==> config.mk <==
export PLATFORM = sky130hd
export DESIGN_NAME = reset_sequencer_flat
export DESIGN_NICKNAME = d
export VERILOG_FILES = /design/src/rtl/reset_sequencer_if.sv /design/src/rtl/reset_sequencer.sv /design/src/flat_wrapper.sv
export SDC_FILE = /design/constraint.sdc
export NUM_CORES = 1
export LEC_CHECK = 0
export ABC_AREA = 1
export CAP_MARGIN = 0
export CORE_MARGIN = 5
export CORE_UTILIZATION = 50
export DETAILED_ROUTE_END_ITERATION = 6
export GPL_ROUTABILITY_DRIVEN = 0
export GPL_TIMING_DRIVEN = 1
export PLACE_DENSITY = 0.65
export SKIP_CTS_REPAIR_TIMING = 1
export SLEW_MARGIN = 0
export SYNTH_ARGS = -nofsm -noshare
export SYNTH_HDL_FRONTEND = slang
export SYNTH_SLANG_ARGS = --single-unit
==> constraint.sdc <==
create_clock -name clk -period 3.5 [get_ports clk]
set_clock_uncertainty 0.2 [all_clocks]
set_input_delay 0.7 -clock clk [delete_from_list [all_inputs] [get_ports clk]]
set_output_delay 0.7 -clock clk [all_outputs]
set_load 0.02 [all_outputs]
==> src/rtl/reset_sequencer_if.sv <==
// Reset-sequencer signal bundle: MMCM lock in, reset requests and status out.
// retry_cnt exists only when RST_SEQ_RETRY_CNT_EN is defined.
interface reset_sequencer_if;
   logic       mmcm_locked;
   logic       mmcm_rst;
   logic       periph_rst;
   logic       core_rst;
   logic       ready;
   logic       lock_timeout;
`ifdef RST_SEQ_RETRY_CNT_EN
   logic [7:0] retry_cnt;

   modport master (input mmcm_locked,
                   output mmcm_rst, periph_rst, core_rst, ready, lock_timeout, retry_cnt);
   modport slave  (output mmcm_locked,
                   input mmcm_rst, periph_rst, core_rst, ready, lock_timeout, retry_cnt);
`else
   modport master (input mmcm_locked,
                   output mmcm_rst, periph_rst, core_rst, ready, lock_timeout);
   modport slave  (output mmcm_locked,
                   input mmcm_rst, periph_rst, core_rst, ready, lock_timeout);
`endif
endinterface

==> src/rtl/reset_sequencer.sv <==
// Power-up / lock-loss reset sequencer in the free-running clk domain.
// Optional lock-timeout counter output enabled by RST_SEQ_RETRY_CNT_EN.
module reset_sequencer #(
   parameter int MMCM_RST_CYCLES       = 16,
   parameter int LOCK_TIMEOUT          = 65535,
   parameter int LOCK_STABLE_CYCLES    = 256,
   parameter int PERIPH_TO_CORE_CYCLES = 32
) (
   input  logic               clk,
   input  logic               async_reset,
   reset_sequencer_if.master  bus
);
   localparam int MAX_AB  = (MMCM_RST_CYCLES > LOCK_TIMEOUT) ? MMCM_RST_CYCLES : LOCK_TIMEOUT;
   localparam int MAX_CD  = (LOCK_STABLE_CYCLES > PERIPH_TO_CORE_CYCLES) ?
                            LOCK_STABLE_CYCLES : PERIPH_TO_CORE_CYCLES;
   localparam int MAX_ALL = (MAX_AB > MAX_CD) ? MAX_AB : MAX_CD;
   localparam int CNT_W   = $clog2(MAX_ALL) + 1;

   typedef enum logic [2:0] {
      S_MMCM_RST,
      S_WAIT_LOCK,
      S_STABLE,
      S_REL_PERIPH,
      S_RUN
   } state_t;

   state_t           state_q, state_d;
   logic [CNT_W-1:0] cnt_q, cnt_d;
   logic             lock_meta_q, lock_meta_d;
   logic             lock_s_q, lock_s_d;
   logic             mmcm_rst_q, mmcm_rst_d;
   logic             periph_rst_q, periph_rst_d;
   logic             core_rst_q, core_rst_d;
   logic             ready_q, ready_d;
   logic             lock_timeout_q, lock_timeout_d;

   always_comb begin
      state_d        = state_q;
      cnt_d          = cnt_q + 1'b1;
      lock_timeout_d = 1'b0;
      lock_meta_d    = bus.mmcm_locked;
      lock_s_d       = lock_meta_q;

      unique case (state_q)
         S_MMCM_RST: begin
            if (cnt_q == CNT_W'(MMCM_RST_CYCLES - 1)) state_d = S_WAIT_LOCK;
         end
         S_WAIT_LOCK: begin
            if (lock_s_q) begin
               state_d = S_STABLE;
            end else if (cnt_q == CNT_W'(LOCK_TIMEOUT - 1)) begin
               state_d        = S_MMCM_RST;
               lock_timeout_d = 1'b1;
            end
         end
         S_STABLE: begin
            // A dropout here only restarts the lock wait, not the MMCM reset.
            if (!lock_s_q) state_d = S_WAIT_LOCK;
            else if (cnt_q == CNT_W'(LOCK_STABLE_CYCLES - 1)) state_d = S_REL_PERIPH;
         end
         S_REL_PERIPH: begin
            if (!lock_s_q) state_d = S_MMCM_RST;
            else if (cnt_q == CNT_W'(PERIPH_TO_CORE_CYCLES - 1)) state_d = S_RUN;
         end
         S_RUN: begin
            cnt_d = '0;
            if (!lock_s_q) state_d = S_MMCM_RST;
         end
         default: state_d = S_MMCM_RST;
      endcase

      if (state_d != state_q) cnt_d = '0;

      // Outputs decode the next state so they switch on the transition edge.
      mmcm_rst_d   = (state_d == S_MMCM_RST);
      periph_rst_d = (state_d inside {S_MMCM_RST, S_WAIT_LOCK, S_STABLE});
      core_rst_d   = (state_d != S_RUN);
      ready_d      = (state_d == S_RUN);
   end

   always_ff @(posedge clk or posedge async_reset) begin
      if (async_reset) begin
         state_q        <= S_MMCM_RST;
         cnt_q          <= '0;
         lock_meta_q    <= 1'b0;
         lock_s_q       <= 1'b0;
         mmcm_rst_q     <= 1'b1;
         periph_rst_q   <= 1'b1;
         core_rst_q     <= 1'b1;
         ready_q        <= 1'b0;
         lock_timeout_q <= 1'b0;
      end else begin
         state_q        <= state_d;
         cnt_q          <= cnt_d;
         lock_meta_q    <= lock_meta_d;
         lock_s_q       <= lock_s_d;
         mmcm_rst_q     <= mmcm_rst_d;
         periph_rst_q   <= periph_rst_d;
         core_rst_q     <= core_rst_d;
         ready_q        <= ready_d;
         lock_timeout_q <= lock_timeout_d;
      end
   end

   assign bus.mmcm_rst     = mmcm_rst_q;
   assign bus.periph_rst   = periph_rst_q;
   assign bus.core_rst     = core_rst_q;
   assign bus.ready        = ready_q;
   assign bus.lock_timeout = lock_timeout_q;

`ifdef RST_SEQ_RETRY_CNT_EN
   logic [7:0] retry_cnt_q, retry_cnt_d;

   // Saturating; only async_reset clears it so it survives re-sequencing.
   always_comb begin
      retry_cnt_d = retry_cnt_q;
      if (lock_timeout_d && (retry_cnt_q != 8'hFF)) retry_cnt_d = retry_cnt_q + 8'd1;
   end

   always_ff @(posedge clk or posedge async_reset) begin
      if (async_reset) retry_cnt_q <= 8'd0;
      else             retry_cnt_q <= retry_cnt_d;
   end

   assign bus.retry_cnt = retry_cnt_q;
`endif
endmodule
==> src/flat_wrapper.sv <==
// flat-port wrapper written by rule: the top's interface ports become plain ports
module reset_sequencer_flat 
#(
   parameter int MMCM_RST_CYCLES       = 16,
   parameter int LOCK_TIMEOUT          = 65535,
   parameter int LOCK_STABLE_CYCLES    = 256,
   parameter int PERIPH_TO_CORE_CYCLES = 32
)
  (clk, async_reset, bus_mmcm_locked, bus_mmcm_rst, bus_periph_rst, bus_core_rst, bus_ready, bus_lock_timeout);
  reset_sequencer_if bus_i ();
  input  logic clk;
  input  logic async_reset;
  input wire logic [$bits(bus_i.mmcm_locked)-1:0] bus_mmcm_locked;
  output wire logic [$bits(bus_i.mmcm_rst)-1:0] bus_mmcm_rst;
  output wire logic [$bits(bus_i.periph_rst)-1:0] bus_periph_rst;
  output wire logic [$bits(bus_i.core_rst)-1:0] bus_core_rst;
  output wire logic [$bits(bus_i.ready)-1:0] bus_ready;
  output wire logic [$bits(bus_i.lock_timeout)-1:0] bus_lock_timeout;
  assign bus_i.mmcm_locked = bus_mmcm_locked;
  assign bus_mmcm_rst = bus_i.mmcm_rst;
  assign bus_periph_rst = bus_i.periph_rst;
  assign bus_core_rst = bus_i.core_rst;
  assign bus_ready = bus_i.ready;
  assign bus_lock_timeout = bus_i.lock_timeout;
  reset_sequencer #(.MMCM_RST_CYCLES(MMCM_RST_CYCLES), .LOCK_TIMEOUT(LOCK_TIMEOUT), .LOCK_STABLE_CYCLES(LOCK_STABLE_CYCLES), .PERIPH_TO_CORE_CYCLES(PERIPH_TO_CORE_CYCLES)) u_core (.clk(clk), .async_reset(async_reset), .bus(bus_i));
endmodule
# Yosys cells after proc, flatten, opt, wreduce, memory -nomap -nowiden
# Cells that the tools add are included.
classes:
  reduce_logical: 3
  addsub: 1
  eq_ne: 13
  n_mux: 14
ops:
  columns: ["operator", "n"]
  rows:
  - ["2-to-1 mux 17 bit", 2]
  - ["2-to-1 mux 3 bit", 8]
  - ["adder 17 x 1 -> 17 bit (second input constant)", 1]
  - ["equality test 17 x 16 -> 1 bit (second input constant)", 1]
  - ["equality test 17 x 4 -> 1 bit (second input constant)", 1]
  - ["equality test 17 x 5 -> 1 bit (second input constant)", 1]
  - ["equality test 17 x 8 -> 1 bit (second input constant)", 1]
  - ["case mux 3 bit (5 select lines)", 1]
  - ["equality test 3 x 2 -> 1 bit (second input constant)", 3]
  - ["equality test 3 x 1 -> 1 bit (second input constant)", 2]
  - ["equality test 3 bit (second input constant)", 2]
  - ["logical NOT 3 bit", 2]
  - ["2-to-1 mux 1 bit", 3]
  - ["!= test 3 bit", 1]
  - ["!= test 3 bit (second input constant)", 1]
  - ["nonzero test 3 bit", 1]
totals:
  reg_bits: 27
  inputBits: 3

# Logic depth before layout (Yosys ltp)
logic_depth:
  word_depth: 6
  ltp_mapped: 12
  mapped_depth_nobuf: 11

# Worst setup path after synthesis
# OpenSTA, ideal clock, no wires.
synth_path:
  kind: "register to register"
  startpoint: "register u_core.cnt_q[1]"
  endpoint: "register u_core.cnt_q[7]"
  path_stages_with_launch: 11
  setup_slack_ns: 1.695
  arrival_ns: 1.482
  period_less_slack_ns: 1.805
  required_ns: 3.177
  cell_sequence: "dfrtp_1 > ha_1 > nand3_2 > nor2_1 > nand3_1 > nand2_1 > nand2_1 > o21bai_4 > nand2_4 > buf_6 > nor2_1"
synth_via:
  elab_chain_cells: 6
synth_rtl:
  columns: ["item", "line_no", "rtl"]
  rows:
  - ["start, declared", "reset_sequencer.sv:28", "logic [CNT_W-1:0] cnt_q, cnt_d;"]
  - ["start signal, assigned", "reset_sequencer.sv:94", "cnt_q <= cnt_d;"]
  - ["equality test 17 x 5 -> 1 bit, or another cell as far along", "reset_sequencer.sv:63", "else if (cnt_q == CNT_W'(PERIPH_TO_CORE_CYCLES - 1)) state_d = S_RUN;"]
  - ["2-to-1 mux 3 bit, on equally long branches", "reset_sequencer.sv:63, reset_sequencer.sv:51, reset_sequencer.sv:59", null]
  - ["2-to-1 mux 3 bit, on equally long branches", "reset_sequencer.sv:62, reset_sequencer.sv:49, reset_sequencer.sv:58", null]
  - ["case mux 3 bit (5 select lines)", "reset_sequencer.sv:44", "unique case (state_q)"]
  - ["!= test 3 bit", "reset_sequencer.sv:72", "if (state_d != state_q) cnt_d = '0;"]
  - ["2-to-1 mux 17 bit (*)", "reset_sequencer.sv:72", null]
  - ["net u_core.cnt_d[7]", "reset_sequencer.sv:28", null]
# Mark *: on every way through the listed nets, which the timed path passes. The rest lies on a longest branch.

# Final worst setup path
layout_path:
  startpoint: "register u_core.core_rst_q, in the netlist u_core.bus.core_rst"
  endpoint: "output port bus_core_rst"
layout_lines:
  columns: ["item", "line_no", "rtl"]
  rows:
  - ["start, declared", "reset_sequencer.sv:33", "logic core_rst_q, core_rst_d;"]
  - ["start signal, assigned", "reset_sequencer.sv:99", "core_rst_q <= core_rst_d;"]
  - ["end, declared", "flat_wrapper.sv:16", "output wire logic [$bits(bus_i.core_rst)-1:0] bus_core_rst;"]
# No word-level cell between the ends.

==> flow_summary.toml <==
[timing]
rsz0062_at_grt = "no"
relSlewSlack_pct = 33.8
period_minus_slack_ns = 2.37
fin_tns_setup_ns = 0
fmaxAchievable_mhz = 422
worst_pin_slew_ns = 0.993
hold_viol = 0
setup_violations = 0
slew_viol_final = 0
post-route-period-util_pct = 67.8
fin_hold_ws_ns = 0.172

[route]
drcViolationCount = 0
drt_iter0_drc = 88
vias = 1302
wl_per_cell_um = 12.5
dr.pass1.iters = 4
postRouteAntennaNets = 0
drt-vias-per-instance = 5.29
drt_wl_total_um = 3080

[status]
status = "finished clean"

[pwr]
pwr_density_cell_nw_per_um2 = 507
static-leakage-power_nw = 0.809
ir_worst_vdd_mv = 0.270

[floorplanning]
core_area_um2 = 2980
fp.dieH_um = 65.2
dieArea_um2 = 4250
rows = 20
die_width_um = 65.2
initial_core_util_pct = 51.1
ios = 8

[setup_path]
startpoint_type = "register"
cp-end-kind = "output port"
arrival_ns = 1.47
worstPathRequired_ns = 2.60
critical_path.max_fanout = 1
critPathBufInv = 1
crit_family = "buffers and inverters"
worstSetupPathType = "reg2out"
path_cells = "clkdlybuf4s50_1"
cpPeakStageDelay_ns = 0.60
cp_slowest_cell = "clkdlybuf4s50_1"

[synthesis]
synthAdderAreaFrac_pct = 1.64
synth-simple-area-share_pct = 38.7
yosysWarnings = 0
yosysSeqAreaShare_pct = 44.6
synth_top_family_by_area = "simple AND/OR/NAND/NOR gates"
synth_compound_area_share_pct = 6.74
synth_area_per_cell_um2 = 7.46
synth_seq_cells = 27
async_flop_share_pct = 100
synth_top_area_cell = "dfrtp_1"
syn-num-nets = 209
synth_cell_types = 28
synth-xor-area-share_pct = 0.575
yosysTopAreaCellShare_pct = 39.4
synth.mux.area_fraction_pct = 0
synth-main-ff-cell = "dfrtp_1"
synth_area_um2 = 1520
synth_area_leaders = "dfrtp_1 (39%), nor2_1 (11%), nand2_1 (11%), inv_1 (6.7%), nand3_1 (5.9%)"
synth_edf_count = 0
postSynthCellCount = 204

[clock_tree]
htree_levels = 1
cts_made_buffers = 3
cts_root_buf = "clkbuf_4"
clock_latency_ns = 0.33
cts_tree = "yes"
clk_pin_slew_worst_paths_ns = 0.14
cts.sinks = 27
cts.path.max_buffers = 2

[cells_and_area]
nNetsFinal = 219
drive_gt1_share_pct = 7.51
syn_to_final_growth_pct = 7.97
utilization_pct = 55.2
fill_cells = 294
seq_area_um2 = 679
diodes = 0
multi_input_area_um2 = 726

[grt]
grt_first_pass_wirelength_um = 5490
track_usage_pct = 16.7
grt_pass1_vias = 1271
grt_max_degree = 28
antenna_found_initial = 0
gr-total-overflow = 0

[placement]
dpl.hpwl_um = 2350
numPortBuffers = 7

[min_path]
worstHoldPathType = "reg2reg"

[run]
cap_violations = 0
-- logic make-up (layout without fill, tap and decap cells) --
group	count (synthesis)	count (layout)
simple gates	131	131
buf+inv	29	38
xor+xnor	1	1
compound gates	14	14
fa+ha+maj	2	2
flops	27	27
-- final cells by class --
| type | instances | area share (%) |
|---|---|---|
| Timing Repair Buffer | 7 | 4.26 |
| Sequential cell | 27 | 41.3 |
| Tap cell | 33 | 2.51 |
| Multi-Input combinational cell | 148 | 44.1 |
| Clock buffer | 4 | 1.60 |
| Inverter | 27 | 6.16 |
-- sequential cells by signal, summed over array words and instances, names as in the netlist --
| signal | cells |
|---|---|
| u_core.cnt_q | 17 |
| u_core.bus.periph_rst | 1 |
| u_core.bus.ready | 1 |
| u_core.lock_meta_q | 1 |
| u_core.bus.core_rst | 1 |
| u_core.bus.lock_timeout | 1 |
| u_core.state_q | 3 |
| u_core.lock_s_q | 1 |
| u_core.bus.mmcm_rst | 1 |
-- cells in the mapped netlist (2+ instances only) --
library cell and number:
inv_1 27, dfrtp_1 24, nor3_1 3, nor2_1 46, nand3b_1 2, o211ai_1 3
nand3_1 18, nor2_2 3, o21ai_0 4, nor4_1 3, ha_1 2, a21o_1 2
dfstp_2 3, nand4_1 6, nand2_1 44, or2_2 2
-- power breakdown --
part	switching (mW)	leakage, nW	internal, mW
Combinational	0.189	0.439	0.104
Clock	0.0896	0.0150	0.0448
Sequential	0.0500	0.356	0.357
Total	0.328	0.809	0.506
-- cell usage in the layout, fill, tap and decap left out, types with 2 or more instances in the layout --
| cell type | Yosys | routed |
|---|---|---|
| nor2_2 | 3 | 3 |
| clkbuf_4 | 0 | 3 |
| nand2_1 | 44 | 44 |
| or2_2 | 2 | 2 |
| nor3_1 | 3 | 3 |
| o21ai_0 | 4 | 4 |
| inv_1 | 27 | 27 |
| o211ai_1 | 3 | 3 |
| dfrtp_1 | 24 | 24 |
| nand4_1 | 6 | 6 |
| nor4_1 | 3 | 3 |
| dfstp_2 | 3 | 3 |
| clkdlybuf4s50_1 | 0 | 7 |
| nor2_1 | 46 | 46 |
| nand3b_1 | 2 | 2 |
| nand3_1 | 18 | 18 |
| ha_1 | 2 | 2 |
| a21o_1 | 2 | 2 |
-- path summary, 6_finish.rpt --
kind                                      from                   to  slack (ns)  cells past startpoint
max reg2reg                  u_core.state_q[0]  u_core.bus.mmcm_rst        1.42                      6
max in group asynchronous          async_reset      u_core.cnt_q[9]        1.81                      2
min reg2reg                 u_core.lock_meta_q      u_core.lock_s_q        0.17                      0
min in group asynchronous          async_reset      u_core.lock_s_q        0.69                      2
min                         u_core.lock_meta_q      u_core.lock_s_q        0.17                      0
max                        u_core.bus.core_rst         bus_core_rst        1.13                      1
-- worst register-to-register path, delay by kind of cell, from the launching register on --
family / cells / cell delay [ns]
compound gates: 1 / 0.51
buf+inv: 2 / 0.36
flops: 1 / 0.49
simple gates: 3 / 0.44
-- per-layer routing --
| metal | GRT usage, % | wire length [µm] |
|---|---|---|
| met3 | 2.74 | 143 |
| met2 | 28.1 | 1420 |
| met1 | 21.1 | 1440 |
| met5 | 0 | 0 |
| met4 | 6.99 | 70 |
-- stage by stage --
stage | cell area [µm²] | cells | setup slack [ns] | power (mW)
floorplan | 1520 | 204 | 1.70 | 0.660
global placement | 1620 | 242 | 1.38 | 0.699
detailed placement | 1620 | 242 | 1.34 | 0.709
CTS | 1640 | 246 | 1.11 | 0.846
global route | 1640 | 246 | 1.08 | 0.906
finish | 1640 | 246 | 1.13 | 0.834
(Power assumes the default switching activity.)
